$ cat config.mk
export PLATFORM = sky130hd
export DESIGN_NAME = change_dispenser
export DESIGN_NICKNAME = d
export VERILOG_FILES = /design/src/rtl/change_dispenser.sv
export SDC_FILE = /design/constraint.sdc
export NUM_CORES = 1
export LEC_CHECK = 0
export CORE_ASPECT_RATIO = 0.5
export CORE_MARGIN = 2
export CORE_UTILIZATION = 57
export CTS_CLUSTER_DIAMETER = 120
export DETAILED_ROUTE_END_ITERATION = 6
export DONT_BUFFER_PORTS = 1
export GPL_ROUTABILITY_DRIVEN = 0
export GPL_TIMING_DRIVEN = 0
export PLACE_DENSITY = 0.75
export SYNTH_ARGS = -nofsm -noshare
export SYNTH_HDL_FRONTEND = slang
export SYNTH_SLANG_ARGS = --single-unit
export TNS_END_PERCENT = 30
$ cat constraint.sdc
create_clock -name clk -period 3.08 [get_ports clk]
set_clock_uncertainty 0.2 [all_clocks]
set_input_delay 0.154 -clock clk [delete_from_list [all_inputs] [get_ports clk]]
set_output_delay 0.154 -clock clk [all_outputs]
set_load 0.02 [all_outputs]
$ cat src/rtl/change_dispenser.sv
// Coin-return hopper sequencer: queues 10p/20p return requests, ejects them one at a time,
// confirms each coin on the hopper sensor and flags a jam when the sensor stays silent past the timeout.
module change_dispenser #(
   parameter int CNT_W       = 4,
   parameter int PULSE_CYC   = 3,
   parameter int GAP_CYC     = 2,
   parameter int TIMEOUT_CYC = 20
) (
   input  logic             clk,
   input  logic             rst,
   input  logic             ret10p,
   input  logic             ret20p,
   input  logic             ret20p2,
   input  logic             coin_sns,
   input  logic             clr_jam,
   output logic             hop10,
   output logic             hop20,
   output logic             busy,
   output logic             jam,
   output logic             ovf,
   output logic             done,
   output logic [CNT_W-1:0] pend10,
   output logic [CNT_W-1:0] pend20
);

   typedef enum logic [2:0] {
      S_IDLE = 3'd0,
      S_FIRE = 3'd1,
      S_WAIT = 3'd2,
      S_GAP  = 3'd3,
      S_JAM  = 3'd4
   } state_t;

   localparam logic [7:0] PULSE_LAST = 8'(PULSE_CYC - 1);
   localparam logic [7:0] GAP_LAST   = 8'((GAP_CYC > 0) ? GAP_CYC - 1 : 0);
   localparam logic [7:0] TMO_LAST   = 8'(TIMEOUT_CYC - 1);
   localparam state_t     POST_COIN  = (GAP_CYC == 0) ? S_IDLE : S_GAP;

   // Saturating counter update; the top bit of the result flags a lost request.
   function automatic logic [CNT_W:0] sat_update(
      input logic [CNT_W-1:0] cur,
      input logic [1:0]       add,
      input logic             sub
   );
      logic [CNT_W+1:0] sum;
      sum = {2'b00, cur} + {{CNT_W{1'b0}}, add} - {{(CNT_W+1){1'b0}}, sub};
      if (sum > {2'b00, {CNT_W{1'b1}}}) begin
         sat_update = {1'b1, {CNT_W{1'b1}}};
      end else begin
         sat_update = {1'b0, sum[CNT_W-1:0]};
      end
   endfunction

   state_t           state_q, state_d;
   logic [7:0]       tmr_q, tmr_d;
   logic             sel20_q, sel20_d;
   logic             retry_q, retry_d;
   logic             seen_q, seen_d;
   logic [CNT_W-1:0] pend10_q, pend10_d;
   logic [CNT_W-1:0] pend20_q, pend20_d;
   logic             ovf_q, ovf_d;
   logic             done_q, done_d;
   logic             hop10_q, hop10_d;
   logic             hop20_q, hop20_d;
   logic             busy_q, busy_d;
   logic             jam_q, jam_d;

   logic             confirm_s;
   logic             dec10_s, dec20_s;
   logic [CNT_W:0]   upd10_s, upd20_s;

   // Next-state, queue counters and registered output values.
   always_comb begin
      state_d   = state_q;
      tmr_d     = tmr_q;
      sel20_d   = sel20_q;
      retry_d   = retry_q;
      seen_d    = seen_q;
      // Only the first sense of a fire cycle counts; senses outside FIRE/WAIT are ignored.
      confirm_s = coin_sns & (((state_q == S_FIRE) & ~seen_q) | (state_q == S_WAIT));

      case (state_q)
         S_IDLE: begin
            if (retry_q) begin
               state_d = S_FIRE;
               tmr_d   = 8'd0;
               seen_d  = 1'b0;
               retry_d = 1'b0;
            end else if ((pend20_q != {CNT_W{1'b0}}) || (pend10_q != {CNT_W{1'b0}})) begin
               state_d = S_FIRE;
               tmr_d   = 8'd0;
               seen_d  = 1'b0;
               sel20_d = (pend20_q != {CNT_W{1'b0}});
            end else begin
               state_d = S_IDLE;
            end
         end
         S_FIRE: begin
            seen_d = seen_q | confirm_s;
            if (tmr_q == PULSE_LAST) begin
               if (seen_q | coin_sns) begin
                  state_d = POST_COIN;
                  tmr_d   = 8'd0;
               end else begin
                  state_d = S_WAIT;
                  tmr_d   = tmr_q + 8'd1;
               end
            end else begin
               tmr_d = tmr_q + 8'd1;
            end
         end
         S_WAIT: begin
            if (coin_sns) begin
               state_d = POST_COIN;
               tmr_d   = 8'd0;
            end else if (tmr_q == TMO_LAST) begin
               state_d = S_JAM;
               tmr_d   = 8'd0;
            end else begin
               tmr_d = tmr_q + 8'd1;
            end
         end
         S_GAP: begin
            if (tmr_q == GAP_LAST) begin
               state_d = S_IDLE;
               tmr_d   = 8'd0;
            end else begin
               tmr_d = tmr_q + 8'd1;
            end
         end
         S_JAM: begin
            // The jammed coin was never decremented, so the retry reuses the latched select.
            if (clr_jam) begin
               state_d = S_IDLE;
               retry_d = 1'b1;
            end else begin
               state_d = S_JAM;
            end
         end
         default: begin
            state_d = S_IDLE;
            tmr_d   = 8'd0;
            retry_d = 1'b0;
         end
      endcase

      dec20_s  = confirm_s & sel20_q;
      dec10_s  = confirm_s & ~sel20_q;
      upd10_s  = sat_update(pend10_q, {1'b0, ret10p}, dec10_s);
      upd20_s  = sat_update(pend20_q, {ret20p2, ret20p}, dec20_s);
      pend10_d = upd10_s[CNT_W-1:0];
      pend20_d = upd20_s[CNT_W-1:0];
      ovf_d    = ovf_q | upd10_s[CNT_W] | upd20_s[CNT_W];
      done_d   = confirm_s & (pend10_d == {CNT_W{1'b0}}) & (pend20_d == {CNT_W{1'b0}});
      hop10_d  = (state_d == S_FIRE) & ~sel20_d;
      hop20_d  = (state_d == S_FIRE) & sel20_d;
      busy_d   = (state_d != S_IDLE);
      jam_d    = (state_d == S_JAM);
   end

   // State, counters and outputs; reset clears everything at once, including a live fire.
   always_ff @(posedge clk or negedge rst) begin
      if (!rst) begin
         state_q  <= S_IDLE;
         tmr_q    <= 8'd0;
         sel20_q  <= 1'b0;
         retry_q  <= 1'b0;
         seen_q   <= 1'b0;
         pend10_q <= {CNT_W{1'b0}};
         pend20_q <= {CNT_W{1'b0}};
         ovf_q    <= 1'b0;
         done_q   <= 1'b0;
         hop10_q  <= 1'b0;
         hop20_q  <= 1'b0;
         busy_q   <= 1'b0;
         jam_q    <= 1'b0;
      end else begin
         state_q  <= state_d;
         tmr_q    <= tmr_d;
         sel20_q  <= sel20_d;
         retry_q  <= retry_d;
         seen_q   <= seen_d;
         pend10_q <= pend10_d;
         pend20_q <= pend20_d;
         ovf_q    <= ovf_d;
         done_q   <= done_d;
         hop10_q  <= hop10_d;
         hop20_q  <= hop20_d;
         busy_q   <= busy_d;
         jam_q    <= jam_d;
      end
   end

   assign hop10  = hop10_q;
   assign hop20  = hop20_q;
   assign busy   = busy_q;
   assign jam    = jam_q;
   assign ovf    = ovf_q;
   assign done   = done_q;
   assign pend10 = pend10_q;
   assign pend20 = pend20_q;

endmodule

Word level (Yosys, flattened, before mapping)
Index checks and enable logic that the tools add are counted.

Flip-flop bits (word level): 28. Output and inout bits: 14. Word-level logic and storage cells: 88.

$add $sub $neg: 5. Order comparisons: 2. Equal/unequal tests: 11. Multiplexer cells: 27. Bitwise logic cells: 18. Reduce and logical (&&, ||, !) cells: 12.

Operators with widths (number): $mux W8 (7); $pmux W8 S5 (1); $mux W3 (5); $pmux W3 S5 (1); $gt A6 B4 Y1 const B (2); $sub A5 B1 Y6 (2); $mux W5 (2); $mux W1 (9); $add A8 B1 Y8 const B (1); $and A1 B1 Y1 (8); $eq A8 B1 Y1 const B (1); $eq A8 B2 Y1 const B (1); $eq A8 B5 Y1 const B (1); $logic_not A4 Y1 (2); $reduce_bool A4 Y1 (2); $eq A3 B1 Y1 const B (2); $eq A3 B2 Y1 const B (2); $eq A3 B3 Y1 const B (2); $reduce_and A2 Y1 (3); $add A4 B1 Y5 (1); $add A4 B2 Y5 (1); $not A1 Y1 (5); $or A1 B1 Y1 (5); $pmux W1 S2 (2); 7 further kinds (7).

Logic depth before layout (Yosys ltp)
Gate-level depths: netlist of the first run.

Depth after elaboration: 11. Depth in mapped cells: 14.

Least setup slack after synthesis of the first run
OpenSTA, ideal clock, no wires.

Kind: register to register. Start point: register state_q[1]. End point: register ovf_q, in the netlist ovf. Data arrival time: 2713 ps. Required time: 2749 ps. Setup slack: 35 ps. Stages on the path, launching flop included: 15. Path through: dfrtp_1 > nor3b_1 > a21oi_1 > nor3b_1 > nor2b_1 > ha_1 > inv_1 > ha_1 > inv_1 > fa_1 > nand2b_1 > a21oi_1 > or3_1 > nand3_1 > or3_1.

Longest elaborated chain between the ends: 10. Elaborated cells between the ends (all ways): 15. Those cells by class: add/sub: 2; order compare: 2; eq/ne: 2; mux: 2; bitwise: 7.

RTL lines: from (decl) (line 54) `state_t state_q, state_d;`; from (signal assigned) (line 178) `state_q <= state_d;`; $eq A3 B1 Y1 (line 80) `confirm_s = coin_sns & (((state_q == S_FIRE) & ~seen_q) | (state_q == S_WAIT));`; $and A1 B1 Y1 (line 80); $or A1 B1 Y1 * (line 80); $and A1 B1 Y1 * (line 80); $and A1 B1 Y1 (line 148) `dec10_s = confirm_s & ~sel20_q;`; $sub A5 B1 Y6 (line 46) `sum = {2'b00, cur} + {{CNT_W{1'b0}}, add} - {{(CNT_W+1){1'b0}}, sub};`; $gt A6 B4 Y1 (line 47) `if (sum > {2'b00, {CNT_W{1'b1}}}) begin`; $mux W5 (line 47); $or A1 B1 Y1 (line 153) `ovf_d = ovf_q | upd10_s[CNT_W] | upd20_s[CNT_W];`; $or A1 B1 Y1 * (line 153); via ovf_d (line 61) `logic ovf_q, ovf_d;`; to (signal assigned) (line 185) `ovf_q <= ovf_d;`; to (decl) (line 61).

Mark *: on every way through the listed nets, which the timed path passes. The rest lies on a longest branch. A chain may end at the register's enable or synchronous reset.

Final worst setup path of the first run
Ends and elaborated chain as after synthesis.

==> results of run 1 <==
## power by group through the flow
stage / registers [mW] / clock network (mW) / logic (mW)
6_report: 0.518 / 0.231 / 0.826
5_1_grt: 0.523 / 0.248 / 0.907
3_3_place_gp: 0.520 / 0 / 0.503
4_1_cts: 0.516 / 0.233 / 0.629
2_1_floorplan: 0.510 / 0 / 0.416
3_5_place_dp: 0.523 / 0 / 0.526
## final timing paths
check / to / slack (ns) / depth (start not counted)
setup / recovery: ovf$_DFF_PN0_ / -0.1 / 14
hold / removal: jam$_DFF_PN0_ / 0.03 / 3
setup reg to reg: ovf$_DFF_PN0_ / -0.1 / 14
hold reg to reg: tmr_q[0]$_DFFE_PN0P_ / 0.37 / 1
max in group asynchronous: state_q[1]$_DFF_PN0_ / 2.39 / 2
min in group asynchronous: tmr_q[1]$_DFFE_PN0P_ / 0.11 / 2
## flip-flops by register name, summed over array words and instances, names as in the netlist, 3 cells and up
signal   cells
pend20       4
state_q      3
tmr_q        8
pend10       4
## per-layer routing
| layer | vias to the layer above | track usage [%] | share of wire, % |
|---|---|---|---|
| met5 | - | 0 | 0 |
| met4 | 0 | 2.58 | 1.3 |
| met3 | 6 | 5.41 | 3.0 |
| met2 | 26 | 39.7 | 52 |
| met1 | 736 | 26.7 | 44 |
| li1 | 721 | - | - |
## kinds of logic after synthesis
family / after synthesis / share of synthesized area [%]
flops: 28 / 38.2
buf+inv: 31 / 7.57
simple gates: 73 / 23.8
fa+ha+maj: 20 / 14.5
xor+xnor: 3 / 1.43
mux: 1 / 0.614
compound gates: 40 / 13.9
## through the flow
stage / hold WS [ns] / instance area [um2] / setup WS (ns)
after floorplan: -0.342 / 1830 / 0.0353
after global placement: -0.341 / 1880 / -0.249
after detailed placement: -0.341 / 1880 / -0.391
after CTS: 0.0296 / 2100 / -0.0418
after global routing: 0.0453 / 2220 / -0.252
final: 0.0284 / 2220 / -0.0974
## what timing repair did
| action | CTS | global route |
|---|---|---|
| buffers inserted | 4 | 4 |
| gates resized for setup | 16 | 18 |
| hold buffers | 6 | 0 |
| pin swaps | 7 | 10 |
| setup endpoints to repair | 10 | 10 |
| endpoints found under the hold margin | 37 | 0 |
## worst max-delay path, stage by stage (launching register included)
cell and delay [ns]:
dfrtp_2 0.42, nor3b_2 0.20, a21oi_2 0.05, nor3b_2 0.26, and2_4 0.21, ha_4 0.20, inv_4 0.05, ha_4 0.13
inv_2 0.04, fa_2 0.38, nand2b_4 0.16, a21oi_4 0.16, or3_4 0.16, nand3_2 0.08, or3_1 0.36
## cell type report
cell class / instances / area, um2
Multi-Input combinational cell: 137 / 1140
Inverter: 27 / 104
Clock buffer: 4 / 55.1
Timing Repair Buffer: 14 / 130
Tap cell: 40 / 50.0
Fill cell: 217 / 811
Sequential cell: 28 / 703
Buffer: 3 / 33.8
## layout by cell type (no fill, tap or decap), types with 3 or more instances in the layout
cell	Yosys	layout
nor2_1	9	9
ha_4	0	3
nand3_1	12	10
dfrtp_1	28	26
o21ai_1	3	3
dlygate4sd3_1	0	5
buf_6	3	3
inv_1	27	24
or3_1	6	4
and3_1	4	3
nand2_1	10	10
buf_4	0	8
a21oi_1	13	10
a31oi_1	4	4
o21ai_0	8	7
clkbuf_8	0	4
ha_1	18	14
==> impl_metrics.sql, run 1 <==
INSERT INTO impl_metrics (metric_group, metric, value, unit) VALUES
('synthesis', 'synthesis.instances', '196', ''),
('worst_setup_path', 'worstSetupStartpoint', 'state_q[1]$_DFF_PN0_', ''),
('worst_setup_path', 'crit_required', '3.04', 'ns'),
('synthesis', 'yosysTopAreaCellShare', '38.2', '%'),
('detailed_routing', 'drt_iter0_markers', '46', ''),
('synthesis', 'synth.distinct_cells', '45', ''),
('sta', 'timing.setup.tns', '-0.161', 'ns'),
('floorplanning', 'dieArea', '3720', 'um2'),
('sta', 'grt_setup_unrepaired', 'true', ''),
('floorplanning', 'placeableCoreArea', '3030', 'um2'),
('synthesis', 'synth-main-ff-cell', 'dfrtp_1', ''),
('worst_setup_path', 'cp.arrival', '3.14', 'ns'),
('status', 'violations', 'setup timing', ''),
('synthesis', 'ys_async_sr_fraction', '100', '%'),
('synthesis', 'ys_seq_elements', '28', ''),
('global_routing', 'grt_max_degree', '29', ''),
('sta', 'max-slew-margin-rel', '59.7', '%'),
('power_and_ir_drop', 'switching_share', '42.6', '%'),
('sta', 'fmax', '0.315', 'GHz'),
('sta', 'finalMaxSlewViolations', '0', ''),
('placed_design', 'port_buffers', '0', ''),
('detailed_routing', 'drc', '0', ''),
('status', 'status', 'complete, but fails checks', ''),
('clock_network', 'numCtsBuffers', '3', ''),
('power_and_ir_drop', 'ir_worst_vdd', '0.502', 'mV'),
('floorplanning', 'floorplan.initialDensity', '60.5', '%'),
('floorplanning', 'pin_count', '21', ''),
('synthesis', 'synth_warnings', '0', ''),
('power_and_ir_drop', 'static-leakage-power', '1.00', 'nW'),
('cells_and_area', 'post_layout_net_count', '241', ''),
('global_routing', 'grt_antenna_before_repair', '0', ''),
('power_and_ir_drop', 'power_report.internal_total', '0.903', 'mW'),
('sta', 'hold_violations', '0', ''),
('floorplanning', 'die_h', '44.1', 'um'),
('synthesis', 'netlist_top_cells_count', '28 x dfrtp_1, 27 x inv_1, 18 x ha_1', ''),
('cells_and_area', 'area_delta_synth_final', '21.0', '%'),
('cells_and_area', 'post_route_cells_drive_above_1_share', '24.9', '%'),
('detailed_routing', 'wirelength', '4020', 'um'),
('sta', 'timing.final.ws_setup', '-0.0974', 'ns'),
('worst_setup_path', 'timing.setup.critical_path_class', 'reg -> reg', ''),
('hold_path', 'min_path_type', 'in -> reg', ''),
('synthesis', 'synth_sequential_area_ratio', '38.2', '%'),
('power_and_ir_drop', 'clock_power_share', '14.6', '%'),
('detailed_routing', 'vias_per_cell', '5.89', ''),
('worst_setup_path', 'worstPathMaxFanout', '3', ''),
('clock_network', 'clock_tree.buffer_depth', '2', ''),
('power_and_ir_drop', 'pwr-share-seq', '32.9', '%'),
('global_routing', 'via_count_of_the_first_global_routing_pass', '1420', ''),
('power_and_ir_drop', 'switching_component_of_the_power', '0.671', 'mW'),
('clock_network', 'clock-sinks', '28', ''),
('flow_run', 'drv.max_cap_violation_count', '0', ''),
('detailed_routing', 'dr_total_vias', '1489', ''),
('sta', 'worst_pin_slew', '0.601', 'ns'),
('detailed_routing', 'drtPass1Iterations', '4', ''),
('detailed_routing', 'remaining_number_of_nets_flagged_by_the_antenna_check_after_routing', '0', ''),
('detailed_routing', 'wl_per_cell', '15.9', 'um'),
('clock_network', 'clock_tree.root_cell', 'clkbuf_8', ''),
('global_routing', 'grt_overflow_total', '0', ''),
('cells_and_area', 'antenna-diode-count', '0', ''),
('cells_and_area', 'final_cell_count_without_fillers', '253', ''),
('sta', 'layout_worst_path_cycle_share', '103', '%'),
('synthesis', 'synth_area_per_cell', '9.36', 'um2'),
('hold_path', 'hold_path.startpoint', 'coin_sns', ''),
('sta', 'report.final.setup_viol', '3', ''),
('floorplanning', 'chipWidth', '84.2', 'um'),
('floorplanning', 'rows', '14', ''),
('worst_setup_path', 'endpoint_kind', 'flop', ''),
('clock_network', 'htree_num_levels', '1', ''),
('placed_design', 'placedCellCount', '236', ''),
('power_and_ir_drop', 'power.share.combinational', '52.5', '%'),
('synthesis', 'synth.most_common_cell', 'dfrtp_1', '');
No activity file was read; power rests on OpenSTA's default activity.
==> inputs of run 2 (changes only) <==
- ABC_AREA: default -> 0
- PLACE_DENSITY: 0.75 -> default
- PLACE_DENSITY_LB_ADDON: default -> 0.15
- SKIP_CTS_REPAIR_TIMING: default -> 1
==> run 2 against run 1 <==
Effect of this change:
- the run still ends with setup timing left
- clock-buffer cell count is the same
- core utilization shrank 1.5 points
- via count fell by 1.2%
- first-iteration DRC count is 30% higher
- sequential power is essentially flat
- clock power down 3%
- die area is the same
- sequential cell count stayed put
- final cell count shrank 0.79%
- worst setup slack got worse by 0.025 ns
- critical path type unchanged
==> impl_metrics.sql, run 2 (same netlist as run 1, synthesis figures left out) <==
INSERT INTO impl_metrics (metric_group, metric, value, unit) VALUES
('global_routing', 'global_route_wire_length_before_repair', '5790', 'um'),
('power_and_ir_drop', 'power.density', '680', 'nW/um2'),
('floorplanning', 'placeableCoreArea', '3030', 'um2'),
('placed_design', 'port_buffers', '0', ''),
('worst_setup_path', 'cp.arrival', '3.16', 'ns'),
('detailed_routing', 'drt_iter0_markers', '60', ''),
('clock_network', 'worst_skew_late_latency', '0.28', 'ns'),
('global_routing', 'grt_antenna_before_repair', '0', ''),
('clock_network', 'clk_transition_reported_paths', '0.10', 'ns'),
('clock_network', 'clock_tree.root_cell', 'clkbuf_8', ''),
('worst_setup_path', 'endpoint_kind', 'flop', ''),
('flow_run', 'drv.max_cap_violation_count', '0', ''),
('global_routing', 'via_count_of_the_first_global_routing_pass', '1306', ''),
('sta', 'max-slew-margin-rel', '58.8', '%'),
('detailed_routing', 'wl_per_cell', '14.7', 'um'),
('power_and_ir_drop', 'static-leakage-power', '0.987', 'nW'),
('sta', 'fmax', '0.312', 'GHz'),
('sta', 'timing.setup.tns', '-0.178', 'ns'),
('detailed_routing', 'wirelength', '3700', 'um'),
('sta', 'finalWorstPathRequiredPeriod', '3.20', 'ns'),
('clock_network', 'clock_tree.buffer_depth', '2', ''),
('floorplanning', 'chipWidth', '84.2', 'um'),
('cells_and_area', 'registers.top_by_ff_count', 'tmr_q', ''),
('clock_network', 'numCtsBuffers', '3', ''),
('sta', 'hold_violations', '0', ''),
('clock_network', 'tritoncts', 'yes', ''),
('worst_setup_path', 'crit_required', '3.03', 'ns'),
('global_routing', 'grt_usage', '19.7', '%'),
('detailed_routing', 'remaining_number_of_nets_flagged_by_the_antenna_check_after_routing', '0', ''),
('status', 'violations', 'setup timing', ''),
('worst_setup_path', 'worstPathMaxFanout', '7', ''),
('hold_path', 'min_path_type', 'in -> reg', ''),
('status', 'status', 'complete, but fails checks', ''),
('detailed_routing', 'dr_total_vias', '1471', ''),
('floorplanning', 'die_h', '44.1', 'um'),
('placed_design', 'hpwlAfterDp', '2650', 'um'),
('cells_and_area', 'area_delta_synth_final', '18.6', '%'),
('sta', 'finalMaxSlewViolations', '0', ''),
('sta', 'timing.final.ws_setup', '-0.122', 'ns'),
('clock_network', 'clock-sinks', '28', ''),
('floorplanning', 'pin_count', '21', ''),
('cells_and_area', 'layout_commonest_cell', 'dfrtp_1', ''),
('floorplanning', 'floorplan.initialDensity', '60.5', '%'),
('floorplanning', 'rows', '14', ''),
('cells_and_area', 'multi_input_comb_area', '1120', 'um2'),
('detailed_routing', 'drc', '0', ''),
('cells_and_area', 'largest_register_ffs', '8', ''),
('detailed_routing', 'vias_per_cell', '5.86', ''),
('sta', 'worst_pin_slew', '0.614', 'ns'),
('cells_and_area', 'antenna-diode-count', '0', ''),
('cells_and_area', 'seq_area', '703', 'um2'),
('detailed_routing', 'drtPass1Iterations', '4', ''),
('sta', 'layout_worst_path_cycle_share', '104', '%'),
('power_and_ir_drop', 'ir_worst_vdd', '0.526', 'mV'),
('floorplanning', 'dieArea', '3720', 'um2'),
('sta', 'grt_setup_unrepaired', 'true', ''),
('cells_and_area', 'post_layout_net_count', '239', ''),
('worst_setup_path', 'setup.worst_path.start_class', 'flop', ''),
('power_and_ir_drop', 'power.total', '1.48', 'mW'),
('worst_setup_path', 'timing.setup.critical_path_class', 'reg -> reg', ''),
('cells_and_area', 'post_route_cells_drive_above_1_share', '20.9', '%'),
('cells_and_area', 'layout_common_cells', '26 x dfrtp_1, 25 x inv_1, 16 x ha_1', ''),
('sta', 'report.final.setup_viol', '2', ''),
('global_routing', 'grt_overflow_total', '0', ''),
('cells_and_area', 'num-fill-cells', '238', ''),
('global_routing', 'grt_max_degree', '29', ''),
('clock_network', 'htree_num_levels', '1', '');
[run 2: cell types whose count changed in the layout (fill, tap and decap cells not counted), sizes merged]
| cell | previous run | this run |
|---|---|---|
| buf | 12 | 9 |
| clkbuf | 4 | 5 |
[run 2: path summary, 6_finish.rpt]
kind / end / depth (start not counted) / startpoint / slack [ns]
min in group asynchronous: tmr_q[3]$_DFFE_PN0P_ / 2 / rst / 0.11
worst max register to register: ovf$_DFF_PN0_ / 14 / state_q[1]$_DFF_PN0_ / -0.12
worst min register to register: tmr_q[0]$_DFFE_PN0P_ / 1 / tmr_q[0]$_DFFE_PN0P_ / 0.36
worst max-delay path: ovf$_DFF_PN0_ / 14 / state_q[1]$_DFF_PN0_ / -0.12
worst min-delay path: busy$_DFF_PN0_ / 4 / coin_sns / 0.01
max in group asynchronous: state_q[1]$_DFF_PN0_ / 2 / rst / 2.40
[run 2: report_power, final]
group | switching, mW | internal, mW | total, mW
combinational | 0.403 | 0.336 | 0.740
sequential | 0.0985 | 0.417 | 0.515
clock | 0.110 | 0.114 | 0.224
[run 2: layout make-up]
class	count	area share [%]
Tap cell	40	2.30
Multi-Input combinational cell	137	51.4
Timing Repair Buffer	11	4.95
Sequential cell	28	32.3
Clock buffer	4	2.53
Buffer	4	1.73
Inverter	27	4.78
[run 2: stage by stage]
step | utilization [%] | instances | instance area [um2] | hold WS, ns | worst slack, ns
after floorplan | - | 196 | 1830 | -0.342 | 0.0353
after global placement | 62.2 | 236 | 1880 | -0.341 | -0.257
after detailed placement | 62.2 | 236 | 1880 | -0.341 | -0.335
after CTS | 64.0 | 240 | 1940 | -0.649 | -0.373
after global routing | 71.8 | 251 | 2170 | 0.0247 | -0.225
final | 71.8 | 251 | 2170 | 0.0116 | -0.122
[run 2: per-layer routing]
| metal | up-vias | global-route usage [%] | routed length, um |
|---|---|---|---|
| met3 | 0 | 5.41 | 128 |
| met2 | 26 | 34.1 | 1830 |
| met5 | - | 0 | 0 |
| met1 | 726 | 25.7 | 1740 |
| met4 | 0 | 3.87 | 0 |
| li1 | 719 | - | - |
[run 2: critical path, cell delays in order (launching register included)]
cell and delay (ns):
dfrtp_2 0.46, nor3b_2 0.20, a21oi_2 0.06, nor3b_2 0.27, and2_4 0.20, ha_4 0.20, inv_4 0.06, ha_4 0.13
inv_2 0.04, fa_2 0.39, nand2b_4 0.16, a21oi_4 0.12, or3_4 0.17, nand3_4 0.07, or3_1 0.35
